**src/rtl/game_sequencer_if.sv**
```systemverilog
// Bundles the game-controller inputs from the player/car sprite logic and the
// status and strobe outputs sent to the renderer and the sprite modules.
interface game_sequencer_if #(
  parameter int NUM_LANES = 6
);
  logic                 i_start;
  logic                 i_collision;
  logic                 i_at_goal;
  logic [NUM_LANES-1:0] o_lane_tick;
  logic                 o_player_reset;
  logic [6:0]           o_level;
  logic [1:0]           o_state;
  logic                 o_freeze;

  modport master (
    output i_start, i_collision, i_at_goal,
    input  o_lane_tick, o_player_reset, o_level, o_state, o_freeze
  );

  modport slave (
    input  i_start, i_collision, i_at_goal,
    output o_lane_tick, o_player_reset, o_level, o_state, o_freeze
  );
endinterface

```
**src/rtl/game_sequencer.sv**
```systemverilog
// Road-crossing game controller: round state machine, level counter (0..99),
// and per-lane car move strobes whose period shrinks as the level rises.

// One lane's move pacing. The counter value held in cnt_q belongs to the
// current cycle. The strobe flop is loaded from the next-cycle count, so the
// registered tick lines up with the cycle in which the count reaches Pk-1.
module game_seq_lane #(
  parameter int LANE      = 0,
  parameter int LANE_SKEW = 1250000
) (
  input  logic        i_Clk,
  input  logic        i_reset,
  input  logic        i_enter,      // next cycle is the first PLAY cycle
  input  logic        i_run,        // this cycle and the next are both PLAY
  input  logic        i_play_next,  // next cycle is PLAY
  input  logic [31:0] i_base_q,     // level-scaled period for the current level
  input  logic [31:0] i_base_d,     // level-scaled period for the next level
  output logic        o_tick
);
  localparam logic [31:0] SKEW = 32'(LANE * LANE_SKEW);

  logic [25:0] cnt_q, cnt_d;
  logic        tick_q, tick_d;
  logic [31:0] per_q, per_d;

  assign per_q = i_base_q + SKEW;
  assign per_d = i_base_d + SKEW;

  // Count up while playing, wrap on the period, hold while frozen.
  // Using >= also handles a period that shrinks while the count is in flight.
  always_comb begin
    cnt_d  = cnt_q;
    tick_d = 1'b0;
    if (i_enter) begin
      cnt_d = '0;
    end else if (i_run) begin
      cnt_d = ({6'd0, cnt_q} >= per_q - 32'd1) ? '0 : cnt_q + 26'd1;
    end
    tick_d = i_play_next && ({6'd0, cnt_d} >= per_d - 32'd1);
  end

  // Count and strobe registers.
  always_ff @(posedge i_Clk or posedge i_reset) begin
    if (i_reset) begin
      cnt_q  <= '0;
      tick_q <= 1'b0;
    end else begin
      cnt_q  <= cnt_d;
      tick_q <= tick_d;
    end
  end

  assign o_tick = tick_q;
endmodule

module game_sequencer #(
  parameter int NUM_LANES   = 6,
  parameter int BASE_PERIOD = 25000000,
  parameter int SPEED_STEP  = 200000,
  parameter int MIN_PERIOD  = 2500000,
  parameter int LANE_SKEW   = 1250000,
  parameter int HIT_HOLD    = 12500000,
  parameter int WIN_HOLD    = 6250000
) (
  input logic              i_Clk,
  input logic              i_reset,
  game_sequencer_if.slave  sif
);
  typedef enum logic [1:0] {
    S_IDLE = 2'b00,
    S_PLAY = 2'b01,
    S_HIT  = 2'b10,
    S_WIN  = 2'b11
  } state_t;

  state_t      state_q, state_d;
  logic [6:0]  level_q, level_d;
  logic [25:0] hold_q, hold_d;
  logic        start_q, start_d;
  logic        player_reset_q, player_reset_d;
  logic        freeze_q, freeze_d;
  logic [NUM_LANES-1:0] lane_tick;
  logic [31:0] base_q, base_d;

  // max(MIN_PERIOD, BASE_PERIOD - lvl*SPEED_STEP); a negative difference
  // collapses to the floor instead of wrapping.
  function automatic logic [31:0] scaled_period(input logic [6:0] lvl);
    logic [31:0] prod;
    logic [31:0] p;
    prod = 32'(lvl) * 32'(SPEED_STEP);
    if (prod >= 32'(BASE_PERIOD)) p = 32'(MIN_PERIOD);
    else                          p = 32'(BASE_PERIOD) - prod;
    if (p < 32'(MIN_PERIOD)) p = 32'(MIN_PERIOD);
    return p;
  endfunction

  assign base_q = scaled_period(level_q);
  assign base_d = scaled_period(level_d);

  // Round state machine: start edge, collision/goal resolution, freeze timers.
  always_comb begin
    state_d        = state_q;
    level_d        = level_q;
    hold_d         = hold_q;
    start_d        = sif.i_start;
    player_reset_d = 1'b0;
    freeze_d       = 1'b0;
    case (state_q)
      S_IDLE: begin
        if (sif.i_start && !start_q) state_d = S_PLAY;
      end
      S_PLAY: begin
        // Collision wins over a simultaneous goal.
        if (sif.i_collision) begin
          state_d = S_HIT;
          level_d = 7'd0;
          hold_d  = '0;
        end else if (sif.i_at_goal) begin
          state_d = S_WIN;
          level_d = (level_q >= 7'd99) ? 7'd0 : level_q + 7'd1;
          hold_d  = '0;
        end
      end
      S_HIT: begin
        if ({6'd0, hold_q} >= 32'(HIT_HOLD - 1)) state_d = S_PLAY;
        else                                      hold_d  = hold_q + 26'd1;
      end
      S_WIN: begin
        if ({6'd0, hold_q} >= 32'(WIN_HOLD - 1)) state_d = S_PLAY;
        else                                      hold_d  = hold_q + 26'd1;
      end
      default: state_d = S_IDLE;
    endcase
    // Returning to PLAY after a win leaves the player where the goal logic put it.
    player_reset_d = ((state_q == S_IDLE || state_q == S_HIT) && state_d == S_PLAY) ||
                     (state_q == S_PLAY && state_d == S_WIN);
    freeze_d       = (state_d == S_HIT) || (state_d == S_WIN);
  end

  // Controller registers; every output comes straight from one of these.
  always_ff @(posedge i_Clk or posedge i_reset) begin
    if (i_reset) begin
      state_q        <= S_IDLE;
      level_q        <= 7'd0;
      hold_q         <= '0;
      start_q        <= 1'b0;
      player_reset_q <= 1'b0;
      freeze_q       <= 1'b0;
    end else begin
      state_q        <= state_d;
      level_q        <= level_d;
      hold_q         <= hold_d;
      start_q        <= start_d;
      player_reset_q <= player_reset_d;
      freeze_q       <= freeze_d;
    end
  end

  logic enter_play, run_play, play_next;
  assign enter_play = (state_d == S_PLAY) && (state_q != S_PLAY);
  assign run_play   = (state_d == S_PLAY) && (state_q == S_PLAY);
  assign play_next  = (state_d == S_PLAY);

  for (genvar k = 0; k < NUM_LANES; k++) begin : g_lane
    game_seq_lane #(
      .LANE      (k),
      .LANE_SKEW (LANE_SKEW)
    ) u_lane (
      .i_Clk       (i_Clk),
      .i_reset     (i_reset),
      .i_enter     (enter_play),
      .i_run       (run_play),
      .i_play_next (play_next),
      .i_base_q    (base_q),
      .i_base_d    (base_d),
      .o_tick      (lane_tick[k])
    );
  end

  assign sif.o_lane_tick    = lane_tick;
  assign sif.o_player_reset = player_reset_q;
  assign sif.o_level        = level_q;
  assign sif.o_state        = state_q;
  assign sif.o_freeze       = freeze_q;
endmodule

```
**src/flat_wrapper.sv**
```systemverilog
// flat-port wrapper written by rule: the top's interface ports become plain ports
module game_sequencer_flat 
#(
  parameter int NUM_LANES   = 6,
  parameter int BASE_PERIOD = 25000000,
  parameter int SPEED_STEP  = 200000,
  parameter int MIN_PERIOD  = 2500000,
  parameter int LANE_SKEW   = 1250000,
  parameter int HIT_HOLD    = 12500000,
  parameter int WIN_HOLD    = 6250000
)
  (i_Clk, i_reset, sif_i_start, sif_i_collision, sif_i_at_goal, sif_o_lane_tick, sif_o_player_reset, sif_o_level, sif_o_state, sif_o_freeze);
  game_sequencer_if #(.NUM_LANES(NUM_LANES)) sif_i ();
  input logic i_Clk;
  input logic i_reset;
  input wire logic [$bits(sif_i.i_start)-1:0] sif_i_start;
  input wire logic [$bits(sif_i.i_collision)-1:0] sif_i_collision;
  input wire logic [$bits(sif_i.i_at_goal)-1:0] sif_i_at_goal;
  output wire logic [$bits(sif_i.o_lane_tick)-1:0] sif_o_lane_tick;
  output wire logic [$bits(sif_i.o_player_reset)-1:0] sif_o_player_reset;
  output wire logic [$bits(sif_i.o_level)-1:0] sif_o_level;
  output wire logic [$bits(sif_i.o_state)-1:0] sif_o_state;
  output wire logic [$bits(sif_i.o_freeze)-1:0] sif_o_freeze;
  assign sif_i.i_start = sif_i_start;
  assign sif_i.i_collision = sif_i_collision;
  assign sif_i.i_at_goal = sif_i_at_goal;
  assign sif_o_lane_tick = sif_i.o_lane_tick;
  assign sif_o_player_reset = sif_i.o_player_reset;
  assign sif_o_level = sif_i.o_level;
  assign sif_o_state = sif_i.o_state;
  assign sif_o_freeze = sif_i.o_freeze;
  game_sequencer #(.NUM_LANES(NUM_LANES), .BASE_PERIOD(BASE_PERIOD), .SPEED_STEP(SPEED_STEP), .MIN_PERIOD(MIN_PERIOD), .LANE_SKEW(LANE_SKEW), .HIT_HOLD(HIT_HOLD), .WIN_HOLD(WIN_HOLD)) u_core (.i_Clk(i_Clk), .i_reset(i_reset), .sif(sif_i));
endmodule
```
**config.mk**
```make
export PLATFORM = sky130hd
export DESIGN_NAME = game_sequencer_flat
export DESIGN_NICKNAME = d
export VERILOG_FILES = /design/src/rtl/game_sequencer_if.sv /design/src/rtl/game_sequencer.sv /design/src/flat_wrapper.sv
export SDC_FILE = /design/constraint.sdc
export NUM_CORES = 1
export LEC_CHECK = 0
export BUFFER_PORTS_ARGS = -buffer_cell sky130_fd_sc_hd__buf_4
export CAP_MARGIN = 20
export CORE_ASPECT_RATIO = 1.75
export CORE_MARGIN = 2
export CORE_UTILIZATION = 45
export CTS_CLUSTER_DIAMETER = 200
export DETAILED_ROUTE_END_ITERATION = 8
export MAX_ROUTING_LAYER = met4
export PLACE_DENSITY = 0.57
export SLEW_MARGIN = 20
export SYNTH_ARGS = -nofsm -noshare
export SYNTH_HDL_FRONTEND = slang
export SYNTH_SLANG_ARGS = --single-unit
export TNS_END_PERCENT = 100
```
**constraint.sdc**
```tcl
create_clock -name i_Clk -period 13.4 [get_ports i_Clk]
set_clock_uncertainty 0.05 [all_clocks]
set_input_delay 1.34 -clock i_Clk [delete_from_list [all_inputs] [get_ports i_Clk]]
set_output_delay 1.34 -clock i_Clk [all_outputs]
set_load 0.02 [all_outputs]
```
==> out/metrics.json <==
{
  "die_height_um": 315.7,
  "tns_ns": 0,
  "synth.net_count": 3461,
  "gr-usage-all-layers_pct": 35.96,
  "initialDrtViolationCount": 1543,
  "r2r.worst_path.cells": 51,
  "cp-startpoint": "u_core.sif.o_level[1]",
  "synth_sequential_area_ratio_pct": 20.03,
  "worst_hold_path_type": "flop to flop",
  "status": "finished clean",
  "worstSkewPairLatency_ns": 0.49,
  "grt_overflow": 0,
  "post_layout_nonfiller_instances": 3784,
  "routed_via_density": 6.268,
  "crit_path_max_fanout": 24,
  "netlist-cell-type-count": 118,
  "io_buffer_count": 21,
  "fp.coreArea_mm2": 0.05506,
  "synthesis.area_per_instance_um2": 8.211,
  "cts.clk_slew.worst_paths_ns": 0.09,
  "worst_pin_slew_ns": 1.262,
  "synth_commonest_cells": "400 x ha_1, 345 x nor2_1, 254 x nand2_1",
  "post_synth_instance_area_mm2": 0.02499,
  "endpoint": "u_core.g_lane[1].u_lane.o_tick",
  "cell_types_with_the_largest_area_share_after_synthesis": "dfrtp_1 20%, ha_1 20%, xnor2_1 7.1%, xor2_1 5.2%, nor2_1 5.2%",
  "critPathMostFrequentCell": "ha_1",
  "gp_congestion": 1.050,
  "delay_contributed_by_the_slowest_stage_of_the_critical_path_ns": 0.64,
  "synth_edf_count": 0,
  "report.final.slew_viol_count": 0,
  "cts.htree.levels": 4,
  "max_slew_margin_pct": 15.25,
  "post_route_cells_drive_above_1_share_pct": 7.807,
  "cts_root_buffer_type": "clkbuf_16",
  "post-synth-top-count-cell": "ha_1",
  "maxCapViolCount": 0,
  "timing.critical_path.required_ns": 13.71,
  "worst_ep_arrival_time_ns": 12.73,
  "unrepaired_setup_endpoints_after_global_routing": "false",
  "dp.cells": 3749,
  "drt_pass1_iterations": 5,
  "critical_path_source_type": "flop",
  "fp-row-count": 114,
  "criticalPathCategory": "flop to flop",
  "fraction_of_synthesized_cell_area_taken_by_the_top_area_cell_type_pct": 20.03,
  "synth.ff_latch_count": 200,
  "detail_route.drc_violations": 0,
  "first_global_vias": 23990,
  "clkSinkCount": 200,
  "hold_buffers": 0,
  "multi_input_area_mm2": 0.01928,
  "die_area_mm2": 0.05750,
  "worst_r2r_dst": "u_core.g_lane[1].u_lane.o_tick",
  "setup.reg_to_reg.worst_slack_ns": 0.97,
  "syn2layout_area_growth_pct": 7.707,
  "dp_slack_ns": 0.2570,
  "seqCellArea_mm2": 0.005005,
  "drt-wirelength-per-cell_um": 26.53,
  "crit_path_slowest_cell": "dfrtp_1",
  "regToRegStartpoint": "u_core.sif.o_level[1]",
  "filler_cell_count": 5464,
  "finalCoreUtilization_pct": 48.88,
  "final_period_minus_worst_setup_slack_ns": 12.43,
  "synth_flop_cell": "dfrtp_1",
  "finalHoldViolations": 0,
  "dieWidth_um": 182.1,
  "half_perimeter_wire_length_of_the_detailed_placement_result_um": 82400,
  "design.final.nets": 3492,
  "synthesis.yosys.warnings": 0,
  "postSynth.asyncResetShare_pct": 100.0,
  "fmax_ghz": 0.08046,
  "setup_slack_ns": 0.9722,
  "grt_start_max_net_pins": 98,
  "wl_um": 100400,
  "worstSetupEndpointType": "flop",
  "grt_first_pass_wirelength_um": 149400,
  "min_period_over_period_pct": 92.74,
  "syn_inst": 3043,
  "tritoncts_buffer_count": 17,
  "tritoncts": "yes",
  "cts.path.max_buffers": 2,
  "num_io_pins": 22,
  "setup_violations": 0,
  "synth_area_leader_cell": "dfrtp_1",
  "initial_antenna_violation_count": 1,
  "initial_utilization_pct": 45.38,
  "detail-route-antenna-nets": 0,
  "dr_total_vias": 23720
}
## cells by family (layout without fill, tap and decap cells)
kind of cell             count (synthesis)  in the layout  synth area share (%)
AND/OR/NAND/NOR                       1164           1164                 22.89
AO/OA/AOI/OAI                          713            713                 19.80
adder cells (fa/ha/maj)                413            413                 21.07
XOR/XNOR                               354            354                 12.53
flip-flops                             200            200                 20.03
buffers and inverters                  188            232                 3.230
multiplexers                            11             11                0.4557
other                                    0              1                     0
## routing by layer
metal | track usage [%] | share of wire (%) | vias to the layer above
li1 | - | - | 11110
met1 | 35.78 | 36 | 11490
met2 | 63.50 | 50 | 805
met3 | 3.974 | 4.3 | 314
met4 | 29.12 | 9.8 | 0
met5 | - | 0 | -
## metrics by stage
step                hold slack, ns  area, um^2
global route                0.5129       26910
global placement            0.4370       26230
finish                      0.4696       26910
CTS                         0.4700       26840
floorplan                   0.4135       24990
detailed placement          0.4530       26230
## sequential cells by signal, indices dropped and copies added, names as in the netlist
register / count
u_core.sif.o_freeze: 1
u_core.sif.o_level: 7
u_core.sif.o_state: 2
u_core.sif.o_player_reset: 1
u_core.start_q: 1
u_core.g_lane.u_lane.o_tick: 6
u_core.hold_q: 26
u_core.g_lane.u_lane.cnt_q: 156
## critical path: cells and delay by family (launching register included)
kind                       cells  cell delay [ns]
adders and majority gates      8             2.60
AOI/OAI and AO/OA             24             5.06
and+or+nand+nor               13             2.81
DFF                            1             0.64
xor gates and xnor gates       2             0.63
buffers and inverters          4             0.51
## what timing repair did
action                                  in CTS  in global routing
gates resized for setup                      0                  7
buffers inserted                             0                  2
endpoints found under the setup margin       0                  5
## how the worst min path moves through the flow
stage	from	cells past startpoint	end
after global placement	u_core.hold_q[25]	2	u_core.hold_q[25]
after floorplan	u_core.hold_q[25]	2	u_core.hold_q[25]
after global routing	u_core.hold_q[1]	2	u_core.hold_q[1]
after CTS	u_core.hold_q[25]	2	u_core.hold_q[25]
final	u_core.hold_q[25]	2	u_core.hold_q[25]
after detailed placement	u_core.hold_q[25]	2	u_core.hold_q[25]
## placed cells by master (no fill, tap or decap), types with 92 or more instances in the layout
cell type / count
a21o_1: 94
a21oi_1: 165
buf_4: 103
dfrtp_1: 200
ha_1: 400
inv_1: 92
nand2_1: 254
nand3_1: 124
nor2_1: 344
o21ai_0: 133
xnor2_1: 201
xor2_1: 146
## layout make-up
type                       count  area share [%]
multi-input combinational   2655           71.63
sequential                   200           18.60
tap                          696           3.236
timing repair buffer         103           2.873
clock buffer                  17           1.581
inverter                      97           1.381
clock inverter                15          0.6928
antenna                        1        0.009299
Power is left out: the tool's default activity adds up to more than one toggle a clock period on the data nets, which glitch-free logic cannot reach.
